**src/rtl/seq_gen_tx.sv**
```systemverilog
// Purpose : serial bit-stream transmitter; sends a WIDTH-bit word MSB-first, one bit per clk.
// Latency : first bit on out the cycle after the handshake; done WIDTH(+stuffed bits)+1 cycles after it.
// Backpr. : load_ready is high only in IDLE; load_valid outside IDLE is ignored (no capture, no queue).
//
// Ports: clk, reset (async, active-high); load_valid/load_ready/data load handshake;
//        out (registered serial bit), busy (registered, SHIFT/STUFF/DONE), done (1-cycle pulse),
//        state (debug: IDLE=0 SHIFT=1 STUFF=2 DONE=3).
// Build option: define SEQ_GEN_STUFF_EN to insert a 0 after every RUN_MAX consecutive payload 1s.
module seq_gen_tx #(
    parameter int WIDTH   = 8,
    parameter int RUN_MAX = 3
) (
    input  logic             clk,
    input  logic             reset,
    input  logic             load_valid,
    output logic             load_ready,
    input  logic [WIDTH-1:0] data,
    output logic             out,
    output logic             busy,
    output logic             done,
    output logic [1:0]       state
);

    localparam int CW = $clog2(WIDTH + 1);
    localparam int RW = $clog2(RUN_MAX + 1);

    typedef enum logic [1:0] {
        IDLE  = 2'd0,
        SHIFT = 2'd1,
        STUFF = 2'd2,
        DONE  = 2'd3
    } state_t;

    state_t           state_q, state_d;
    logic [WIDTH-1:0] sreg_q, sreg_d;   // remaining payload, next bit at MSB
    logic [CW-1:0]    bits_q, bits_d;   // payload bits still to be presented
    logic [RW-1:0]    run_q, run_d;     // consecutive 1s currently on out
    logic             out_d, busy_d, done_d;
    logic             xfer;
    logic             last_bit;
    logic             stuff_now;

    assign load_ready = (state_q == IDLE);
    assign xfer       = load_valid && load_ready;
    assign last_bit   = (bits_q == '0);
    assign state      = state_q;

`ifdef SEQ_GEN_STUFF_EN
    // Stuff only while payload remains; after the final bit the idle 0 breaks the run.
    assign stuff_now = (run_q == RW'(RUN_MAX)) && !last_bit;
`else
    assign stuff_now = 1'b0;
`endif

    // Run length after emitting bit b; saturates so it never wraps in raw mode.
    function automatic logic [RW-1:0] run_next(input logic [RW-1:0] run, input logic b);
        if (!b)
            return '0;
        else if (run == RW'(RUN_MAX))
            return run;
        else
            return run + RW'(1);
    endfunction

    // State register
    always_ff @(posedge clk or posedge reset) begin
        if (reset)
            state_q <= IDLE;
        else
            state_q <= state_d;
    end

    // Next-state logic
    always_comb begin
        state_d = state_q;
        case (state_q)
            IDLE:    if (xfer) state_d = SHIFT;
            SHIFT: begin
                if (last_bit)
                    state_d = DONE;
                else if (stuff_now)
                    state_d = STUFF;
            end
            STUFF:   state_d = SHIFT;
            DONE:    state_d = IDLE;
            default: state_d = IDLE;
        endcase
    end

    // Output / datapath next values
    always_comb begin
        sreg_d = sreg_q;
        bits_d = bits_q;
        run_d  = run_q;
        out_d  = 1'b0;
        busy_d = 1'b0;
        done_d = 1'b0;
        case (state_q)
            IDLE: begin
                run_d = '0;
                if (xfer) begin
                    sreg_d = data << 1;
                    out_d  = data[WIDTH-1];
                    run_d  = data[WIDTH-1] ? RW'(1) : '0;
                    bits_d = CW'(WIDTH - 1);
                    busy_d = 1'b1;
                end
            end
            SHIFT: begin
                busy_d = 1'b1;
                if (last_bit) begin
                    done_d = 1'b1;
                    run_d  = '0;
                end else if (stuff_now) begin
                    run_d  = '0;
                end else begin
                    out_d  = sreg_q[WIDTH-1];
                    sreg_d = sreg_q << 1;
                    bits_d = bits_q - CW'(1);
                    run_d  = run_next(run_q, sreg_q[WIDTH-1]);
                end
            end
            STUFF: begin
                busy_d = 1'b1;
                out_d  = sreg_q[WIDTH-1];
                sreg_d = sreg_q << 1;
                bits_d = bits_q - CW'(1);
                run_d  = run_next('0, sreg_q[WIDTH-1]);
            end
            DONE: begin
                run_d = '0;
            end
            default: begin
                run_d = '0;
            end
        endcase
    end

    // Registered outputs and datapath
    always_ff @(posedge clk or posedge reset) begin
        if (reset) begin
            sreg_q <= '0;
            bits_q <= '0;
            run_q  <= '0;
            out    <= 1'b0;
            busy   <= 1'b0;
            done   <= 1'b0;
        end else begin
            sreg_q <= sreg_d;
            bits_q <= bits_d;
            run_q  <= run_d;
            out    <= out_d;
            busy   <= busy_d;
            done   <= done_d;
        end
    end

endmodule
```
**config.mk**
```make
export PLATFORM = sky130hd
export DESIGN_NAME = seq_gen_tx
export DESIGN_NICKNAME = d
export VERILOG_FILES = /design/src/rtl/seq_gen_tx.sv
export SDC_FILE = /design/constraint.sdc
export NUM_CORES = 1
export LEC_CHECK = 0
export CAP_MARGIN = 20
export CORE_MARGIN = 2
export CORE_UTILIZATION = 44
export DETAILED_ROUTE_END_ITERATION = 16
export PLACE_DENSITY = 0.72
export SYNTH_ARGS = -nofsm -noshare
export SYNTH_HDL_FRONTEND = slang
export SYNTH_SLANG_ARGS = --single-unit
export TNS_END_PERCENT = 10
```
**constraint.sdc**
```tcl
create_clock -name clk -period 1.7 [get_ports clk]
set_input_delay 0.34 -clock clk [delete_from_list [all_inputs] [get_ports clk]]
set_output_delay 0.34 -clock clk [all_outputs]
set_load 0.005 [all_outputs]
```
==> summary.md <==
| Metric | Value |
|---|---|
| Vertical die dimension | 48.4 um |
| Type of the worst min-delay path | input pin to async pin |
| Max-capacitance violation count | 0 |
| Delay of the slowest cell on the worst path | 0.40 ns |
| Setup Total Neg Slack | 0 ns |
| Count of buffering cells on the critical path with inverters included | 2 |
| HPWL after DPL | 1.28 mm |
| Count of boundary I/O pins | 17 |
| Outcome | complete, no violations |
| Placement row count | 16 |
| Count of endpoints failing setup in the final report | 0 |
| Overall die area | 2340 um^2 |
| Nets | 125 |
| Number of synthesis warnings | 0 |
| Top_reg_cell synth | sky130_fd_sc_hd__dfrtp_1 |
| Tcrit/Tclk final | 99.6% |
| Cell area after synthesis | 867 um^2 |
| Sequential share of power | 25.0% |
| Final hold violation count | 0 |
| Number of antenna cells inserted | 0 |
| Depth of the CTS H-tree | 1 |
| Internal portion of total power | 1.85 mW |
| Core region area | 1900 um^2 |
| CTS tree | yes |
| Post-synthesis sequential area ratio | 46.2% |
| Num Clock Sinks | 16 |
| Arrival time worst endpoint | 1.87 ns |
| Psw | 0.951 mW |
| Wire length of the first global-routing pass | 2.92 mm |
| Critical-path cell list | inv_2, ha_4, nor4bb_4, nor3_4, buf_12, mux2_2 |
| Setup repair after global routing missed its margin | yes |
| Via count of the first global-routing pass | 679 |
| Vias | 670 |
| Die W | 48.4 um |
| Clock-pin slew of the registers on the worst-case setup and hold paths | 0.09 ns |
| Starting density of the core | 45.6% |
| Post-synthesis area per instance | 12.4 um^2 |
| Worst setup path start | state[1]$_DFFE_PP0P_ |
| Source of the worst register-to-register timing path | state[1]$_DFFE_PP0P_ |
| Area growth from synthesis to final layout | 49.4% |
| Number of buffers created by CTS | 3 |
| Final cell count without fillers | 134 |
| Capturing element type of the critical path | register |
| Headroom to the max-slew limit | 73.2% |
| Combinational group share of total power | 66.0% |
| Number of fill cells in the layout | 131 |
| Violation count after the first detailed-route iteration | 6 |
| Clock network power share | 9.0% |
| Placed insts | 127 |
| IO Port Bufs | 16 |
| Worst IR drop on VDD | 1010 uV |
| Number of distinct library cells after synthesis | 24 |
| Maximum clock frequency | 0.590 GHz |
| Transition time at the pin with the least slew margin | 0.400 ns |
| Pin count of the biggest net entering global routing | 17 |
| Final routed wirelength across all metal layers | 1.80 mm |
| Cell count after synthesis | 70 |
| Weighted congestion at the end of routability-driven global placement | 0.876 |
| Type of origin of the critical path | register |
| Cell chosen for the clock root | sky130_fd_sc_hd__clkbuf_4 |
| Clock skew | 0.00359 ns |
| Minimum clock period | 1.69 ns |
| Total count of max-transition violations in the final report | 0 |
| Total placed instance area | 1190 um^2 |
| Antenna violations before repair | 0 |
| Worst Path Max Fanout | 10 |
| Pwr/cell area | 2160 nW/um^2 |
| Clock latency at the later pin of the worst-skew pair | 0.29 ns |
| CP top delay family | simple AND/OR/NAND/NOR gates |
| Number of antenna-violating nets in the routed design | 0 |
| Total routing usage reported by global routing | 16.6% |
| Async set or reset register ratio after synthesis | 100% |
| Clock tree buffer depth | 2 |
| Layout cell share with drive strength beyond 1 | 49.5% |
| Net switching fraction of the power | 34.0% |
| Post-Synthesis Net Count | 87 |
| Global route overflow | 0 |
| Worst Path Required | 1.88 ns |
| Leakage component of the power | 0.602 nW |
| Number of enable-type register cells in the synthesized netlist | 0 |
| Routed length per instance | 13.4 um |
| Crit-path slowest cell | sky130_fd_sc_hd__dfrtp_1 |
| Post-DR vias/cell | 5.00 |
| Number of design rule violations left after detail routing | 0 |
| WS Path Type | register to register |
| TritonRoute pass-1 iters | 4 |
| Number of storage elements in the synthesis netlist | 16 |
| Area of all placed cells without fillers | 1290 um^2 |
## final cells by class
type | count | area, um^2 | area share [%]
inverters | 5 | 21.3 | 1.64
clock buffers | 4 | 36.3 | 2.80
well taps | 27 | 33.8 | 2.61
multi-input cells | 48 | 495 | 38.3
repair buffers | 34 | 307 | 23.7
flip-flops and latches | 16 | 402 | 31.0
## per-layer routing
layer  wire length [um]  part of all wire [%]  global-route usage (%)
met1                774                    43                    18.7
met2                900                    50                    28.2
met3                 71                   3.9                    4.01
met4                 55                   3.1                    10.5
met5                  0                     0                       0
## stage by stage
stage	power, mW	utilization (%)	hold slack [ns]	setup slack, ns
finish	2.80	68.1	0.351	0.00610
global placement	2.32	62.4	0.486	-0.0477
floorplan	1.72	-	0.254	-0.0400
global route	3.00	68.1	0.349	-0.0546
CTS	2.73	66.6	0.358	-0.00513
detailed placement	2.36	62.4	0.496	-0.148
## worst register-to-register path, stage by stage, from the launching register on
cell and delay [ns]:
sky130_fd_sc_hd__dfrtp_1 0.40, sky130_fd_sc_hd__inv_2 0.11, sky130_fd_sc_hd__ha_4 0.17, sky130_fd_sc_hd__nor4bb_4 0.39, sky130_fd_sc_hd__nor3_4 0.09, sky130_fd_sc_hd__buf_12 0.15
sky130_fd_sc_hd__mux2_2 0.27
## worst paths after layout
kind                                    endpoint  slack (ns)  cells after the start
min                        sreg_q[7]$_DFFE_PP0P_        0.35                      3
max in group asynchronous   state[0]$_DFFE_PP0P_        1.16                      3
min in group clk           sreg_q[4]$_DFFE_PP0P_        0.51                      1
min reg2reg                sreg_q[4]$_DFFE_PP0P_        0.51                      1
max                        sreg_q[3]$_DFFE_PP0P_       0.006                      6
max reg2reg                sreg_q[3]$_DFFE_PP0P_       0.006                      6
## synthesized netlist by cell type, types with 2 or more instances
| cell | number | area share [%] |
|---|---|---|
| sky130_fd_sc_hd__o21ai_0 | 2 | 1.2 |
| sky130_fd_sc_hd__inv_1 | 5 | 2.2 |
| sky130_fd_sc_hd__mux2_2 | 15 | 19 |
| sky130_fd_sc_hd__o31ai_1 | 2 | 1.7 |
| sky130_fd_sc_hd__a21oi_1 | 2 | 1.2 |
| sky130_fd_sc_hd__ha_1 | 6 | 8.7 |
| sky130_fd_sc_hd__dfrtp_1 | 16 | 46 |
| sky130_fd_sc_hd__a31oi_1 | 2 | 1.4 |
| sky130_fd_sc_hd__nand2_1 | 4 | 1.7 |
| sky130_fd_sc_hd__nor2b_1 | 2 | 1.4 |
## cell families after synthesis
kind of cell,after synthesis,share of synthesized area [%]
compound gates,12,9.52
mux,16,20.6
simple gates,14,12.4
buf+inv,6,2.60
flops,16,46.2
fa+ha+maj,6,8.66
## timing repair
action | in CTS | in global routing
setup endpoints to repair | 13 | 14
pin swaps | 3 | 2
hold buffers | 0 | 0
gates resized for setup | 7 | 9
buffers inserted | 3 | 0
## registers in the layout, indices dropped and copies added (netlist names)
register,count
done,1
bits_q,4
out,1
state,2
sreg_q,7
busy,1
## power by group through the flow
stage,logic (mW),clock network (mW),registers [mW]
detailed placement,1.66,0,0.698
finish,1.85,0.251,0.701
global placement,1.64,0,0.685
global route,1.99,0.290,0.721
floorplan,1.04,0,0.688
CTS,1.79,0.260,0.686
## cells in the final DEF, fill, tap and decap left out, drive strengths merged, types with 2 or more instances in the layout
master          n
clkdlybuf4s50  13
o21ai           2
nor2b           2
dfrtp          16
nor3            2
nand2           4
a31oi           2
ha              6
buf            19
inv             5
mux2           15
clkbuf          4
a21oi           2
o31ai           2
Power figures use the tool's default switching activity.
